===== config.mk =====
export PLATFORM = sky130hd
export DESIGN_NAME = conv_window_gen
export DESIGN_NICKNAME = d
export VERILOG_FILES = /design/src/rtl/conv_window_gen.sv
export SDC_FILE = /design/constraint.sdc
export NUM_CORES = 2
export LEC_CHECK = 0
export ABC_AREA = 1
export BUFFER_PORTS_ARGS = -buffer_cell sky130_fd_sc_hd__buf_2
export CAP_MARGIN = 10
export CORE_MARGIN = 3
export CORE_UTILIZATION = 30
export DETAILED_ROUTE_END_ITERATION = 8
export GPL_TIMING_DRIVEN = 0
export PLACE_DENSITY = 0.47
export SLEW_MARGIN = 40
export SYNTH_ARGS = -nofsm -noshare
export SYNTH_HDL_FRONTEND = slang
export SYNTH_SLANG_ARGS = --single-unit

===== constraint.sdc =====
create_clock -name clk -period 7.2 [get_ports clk]
set_input_delay 0.36 -clock clk [delete_from_list [all_inputs] [get_ports clk]]
set_output_delay 0.36 -clock clk [all_outputs]
set_load 0.01 [all_outputs]

===== src/rtl/conv_window_gen.sv =====
// conv_window_gen: streaming 3x3 sliding-window generator with two line buffers and per-channel window registers
module conv_window_gen #(
    parameter int IMG_W  = 32,
    parameter int IMG_H  = 32,
    parameter int CH     = 3,
    parameter int ACT_W  = 8,
    parameter int STRIDE = 1
) (
    input  logic                      clk,
    input  logic                      rstn,
    input  logic                      in_valid,
    input  logic                      in_sof,
    input  logic [CH*ACT_W-1:0]       in_pix,
    output logic                      window_valid,
    output logic [CH*9*ACT_W-1:0]     window_act,
    output logic                      frame_done
);
    localparam int PW = CH * ACT_W;
    localparam int XW = $clog2(IMG_W);
    localparam int YW = $clog2(IMG_H);
    localparam logic [XW-1:0] X_LAST = XW'(IMG_W - 1);
    localparam logic [YW-1:0] Y_LAST = YW'(IMG_H - 1);

    logic [XW-1:0]     x, px;
    logic [YW-1:0]     y, py;
    logic [PW-1:0]     lb1 [IMG_W];
    logic [PW-1:0]     lb2 [IMG_W];
    logic [PW-1:0]     row1, row2;
    logic [3*PW-1:0]   col;
    logic [9*PW-1:0]   win, win_nxt;
    logic              emit, last;

    // A start-of-frame pixel is always treated as (0,0), which resyncs a stream mid-frame
    assign px   = in_sof ? '0 : x;
    assign py   = in_sof ? '0 : y;
    assign row1 = lb1[px];
    assign row2 = lb2[px];
    // Incoming column, top (oldest row) in the low slice
    assign col  = {in_pix, row1, row2};
    // With stride 2 the (pos-2)%2==0 test reduces to the position being even
    assign emit = in_valid && px >= XW'(2) && py >= YW'(2) && (STRIDE == 1 || (!px[0] && !py[0]));
    assign last = px == X_LAST && py == Y_LAST;

    // Next window: each row shifts left by one tap and takes the new column value on the right
    for (genvar c = 0; c < CH; c++) begin : g_ch
        for (genvar k = 0; k < 3; k++) begin : g_row
            localparam int B = ACT_W * (9 * c + 3 * k);
            assign win_nxt[B +: 2*ACT_W]       = win[B + ACT_W +: 2*ACT_W];
            assign win_nxt[B + 2*ACT_W +: ACT_W] = col[PW*k + ACT_W*c +: ACT_W];
        end
    end

    // Line buffers and window registers; contents are always rewritten before they are used
    always_ff @(posedge clk) begin
        if (in_valid) begin
            lb1[px] <= in_pix;
            lb2[px] <= row1;
            win     <= win_nxt;
        end
    end

    // Position counters and registered outputs, one cycle behind the accepted pixel
    always_ff @(posedge clk or negedge rstn) begin
        if (!rstn) begin
            x            <= '0;
            y            <= '0;
            window_valid <= 1'b0;
            window_act   <= '0;
            frame_done   <= 1'b0;
        end else begin
            window_valid <= emit;
            frame_done   <= in_valid && last;
            if (emit)
                window_act <= win_nxt;
            if (in_valid) begin
                x <= px == X_LAST ? '0 : px + 1'b1;
                y <= px == X_LAST ? (py == Y_LAST ? '0 : py + 1'b1) : py;
            end
        end
    end
endmodule


==> run_results.csv <==
group,metric,value,unit
sta,setup_slack,2.64,ns
sta,timing.fmax,219,MHz
routing,wl_per_cell,27.9,um
worst_setup_path,required,7.75,ns
worst_setup_path,cp_max_fo,18,
yosys,netlist_area,75400,um2
die,dieArea,257000,um2
worst_setup_path,path_class,"in -> reg",
sta,min_period_over_period,0.634,
clock_tree,post_cts_buffers,0,
worst_setup_path,max_stage_delay,0.79,ns
yosys,syn-num-nets,6627,
worst_hold_path,min_from,"in_pix[2]",
worst_setup_path,cpMaxStageDelayCell,"buf_2",
pwr,pwr-share-comb,0.138,
sta,slew_violations,0,
worst_setup_path,rr_worst_depth,11,
yosys,synth_top_cell_by_area,"edfxtp_1",
pwr,power_frac_clock,0.371,
sta,tightest_slew,1.02,ns
worst_hold_path,hp-class,"in -> reg",
die,dieWidth,507,um
die,dieHeight,507,um
yosys,synth.distinct_cells,24,
status,outcome,"finished clean",
yosys,ys_ff_latch,1908,
clock_tree,clk_pin_slew_worst_paths,0.06,ns
worst_setup_path,reg2reg_from,"x[0]",
yosys,ys_warn_count,0,
worst_setup_path,arrival,5.11,ns
worst_setup_path,critPathLaunchType,"primary input",
worst_setup_path,r2r_slack,2.71,ns
sta,setup_violations,0,
cells_and_area,area_delta_synth_final,22.6,%
pwr,power.switching,7.61,mW
grt,grt_first_pass_wirelength,406000,um
sta,hold_slack,0.0597,ns
worst_setup_path,path_common_cell,"nand2_1",
clock_tree,cts_tree,"built",
pwr,p_leak,37.5,nW
grt,grt_overflow,0,
clock_tree,clk_latency,0.86,ns
routing,ant_nets,0,
routing,drt-pass1-iter-count,8,
worst_setup_path,r2r-end,"lb2[5][14]",
grt,grt_pass1_vias,48800,
placed_design,port_buffers,244,
worst_setup_path,worstSetupStartpoint,"in_sof",
yosys,avgSynthCellArea,11.4,um2
placed_design,dp_hpwl,210000,um
placed_design,gp_congestion,0.887,
routing,viasPerCell,4.99,
cells_and_area,final_common_cell,"nand2_1",
cells_and_area,final_cell_mix,"2,507 x nand2_1, 1,680 x edfxtp_1, 693 x inv_1, 641 x nand3_1, 386 x buf_2",
grt,antenna_found_initial,28,
pwr,seq_power_share,0.491,
clock_tree,cts_made_buffers,201,
die,fp.coreArea,249000,um2
sta,hold_viol,0,
die,row_count,183,
clock_tree,clock_sinks,1908,
pwr,p_int,19.6,mW
clock_tree,htree_levels,4,
yosys,ys_seq_area_frac,0.745,
sta,clock_skew,0.0450,ns
pwr,power.density,294,nW/um2
routing,wl,300000,um
yosys,synth_top_area_share,0.669,
pwr,p_sw_frac,0.280,
routing,drc,0,
sta,relSlewSlack,0.316,
clock_tree,cts_resized,0,
sta,period_needed,4.56,ns
clock_tree,cts_root_buf,"clkbuf_16",
cells_and_area,drive_gt1_frac,0.134,
job,maxCapViolCount,0,
sta,rsz0062_at_grt,"false",
routing,initialDrtViolationCount,7874,
pwr,vdd_drop_max,0.280,mV
grt,grt_use_total,0.227,
die,start_util,0.302,
clock_tree,cts_buffer_depth,3,
worst_setup_path,path_cells,"dlygate4sd3_1 -> buf_4 -> inv_2 -> nand2_1 -> buf_2 -> buf_2 -> nand2_1 -> nand3_1 -> nand3_1 -> nand2_1 -> nand2_1 -> nor2_1 -> nand3_4 -> buf_12",
worst_setup_path,cp-end-kind,"flop",
cells_and_area,final_nets,7287,
yosys,netlist_top_cells_area,"edfxtp_1 67%, nand2_1 13%, dfrtp_1 7.6%",
yosys,synth_cells,6596,
grt,grt_max_degree,69,
die,ios,246,
routing,vias,53800,
worst_setup_path,critPathCapture,"lb2[5][14]",
placed_design,pre_cts_ws,2.66,ns
-- power groups by stage --
stage	registers (mW)	logic [mW]	clock network (mW)
after floorplan	13.6	1.33	0
after global placement	13.6	3.37	0
after detailed placement	13.6	3.70	0
after CTS	13.3	3.71	10.2
after global routing	13.4	3.97	10.7
final	13.4	3.74	10.1
-- synthesized netlist by cell type --
master / n
nand4_1: 35
a21oi_1: 171
nor2_2: 4
nor4_1: 1
inv_1: 693
o31ai_1: 1
nor2_1: 169
o22ai_1: 3
buf_2: 154
o21ai_1: 5
buf_1: 40
o21ai_0: 64
nand2_1: 2511
clkinv_1: 1
inv_2: 5
buf_4: 3
o211ai_1: 46
nand3_1: 661
nand2_2: 1
nor2_4: 1
edfxtp_1: 1680
ha_1: 3
clkbuf_1: 116
dfrtp_1: 228
-- registers in the layout (all words and copies together) (netlist names) --
name,count
window_act,216
lb2,768
window_valid,1
lb1,768
frame_done,1
x,5
win,144
y,5
-- layout make-up --
class / instances / area, um2
antenna: 10 / 25.0
buffer: 313 / 1440
clock buffer: 278 / 5560
clock inverter: 96 / 723
fill: 24300 / 157000
inverter: 699 / 2620
multi-input combinational: 3676 / 15800
sequential: 1908 / 56200
tap: 3330 / 4170
timing repair buffer: 457 / 5970
-- metal layers --
metal / wire length, um / track usage / share of wire
met2: 129000 / 0.342 / 0.43
met1: 128000 / 0.330 / 0.43
met3: 32000 / 0.0460 / 0.11
met5: 61 / 0 / 0.00020
met4: 10400 / 0.0695 / 0.035
-- cells by family after synthesis --
| kind of cell | count (synthesis) | share of synthesized area |
|---|---|---|
| AND/OR/NAND/NOR | 3383 | 0.181 |
| flip-flops | 1908 | 0.745 |
| buffers and inverters | 1012 | 0.0531 |
| AO/OA/AOI/OAI | 290 | 0.0209 |
| adder cells (fa/ha/maj) | 3 | 0.000498 |
-- worst max-delay path: cells and delay by family --
kind                   cells  cell delay [ns]
buffers and inverters      6             2.57
AND/OR/NAND/NOR            8             2.11
-- repair_timing --
| item | 4_1_cts | 5_1_grt |
|---|---|---|
| hold buffers | 10 | 4 |
| setup endpoints to repair | 0 | 0 |
| endpoints found under the hold margin | 233 | 26 |
-- stage by stage --
step	cells	cell area (um2)	TNS, ns	power (mW)	util
final	10800	92400	0	27.2	0.371
after global routing	10800	92400	0	28.0	0.371
after CTS	10800	92300	0	27.3	0.370
after global placement	10200	80800	-5351.34	17.0	0.324
after detailed placement	10400	85900	0	17.3	0.345
after floorplan	6596	75400	0	15.0	-
-- worst min-delay path by stage --
stage,endpoint,slack (ns),depth (start not counted)
3_3_place_gp,window_act[199],0.42,2
2_1_floorplan,frame_done,0.06,0
5_1_grt,lb1[19][2],0.02,1
4_1_cts,window_act[67],0.0003,3
3_5_place_dp,window_act[49],0.21,1
6_report,lb1[19][2],0.06,1
Power figures use the tool's default switching activity.
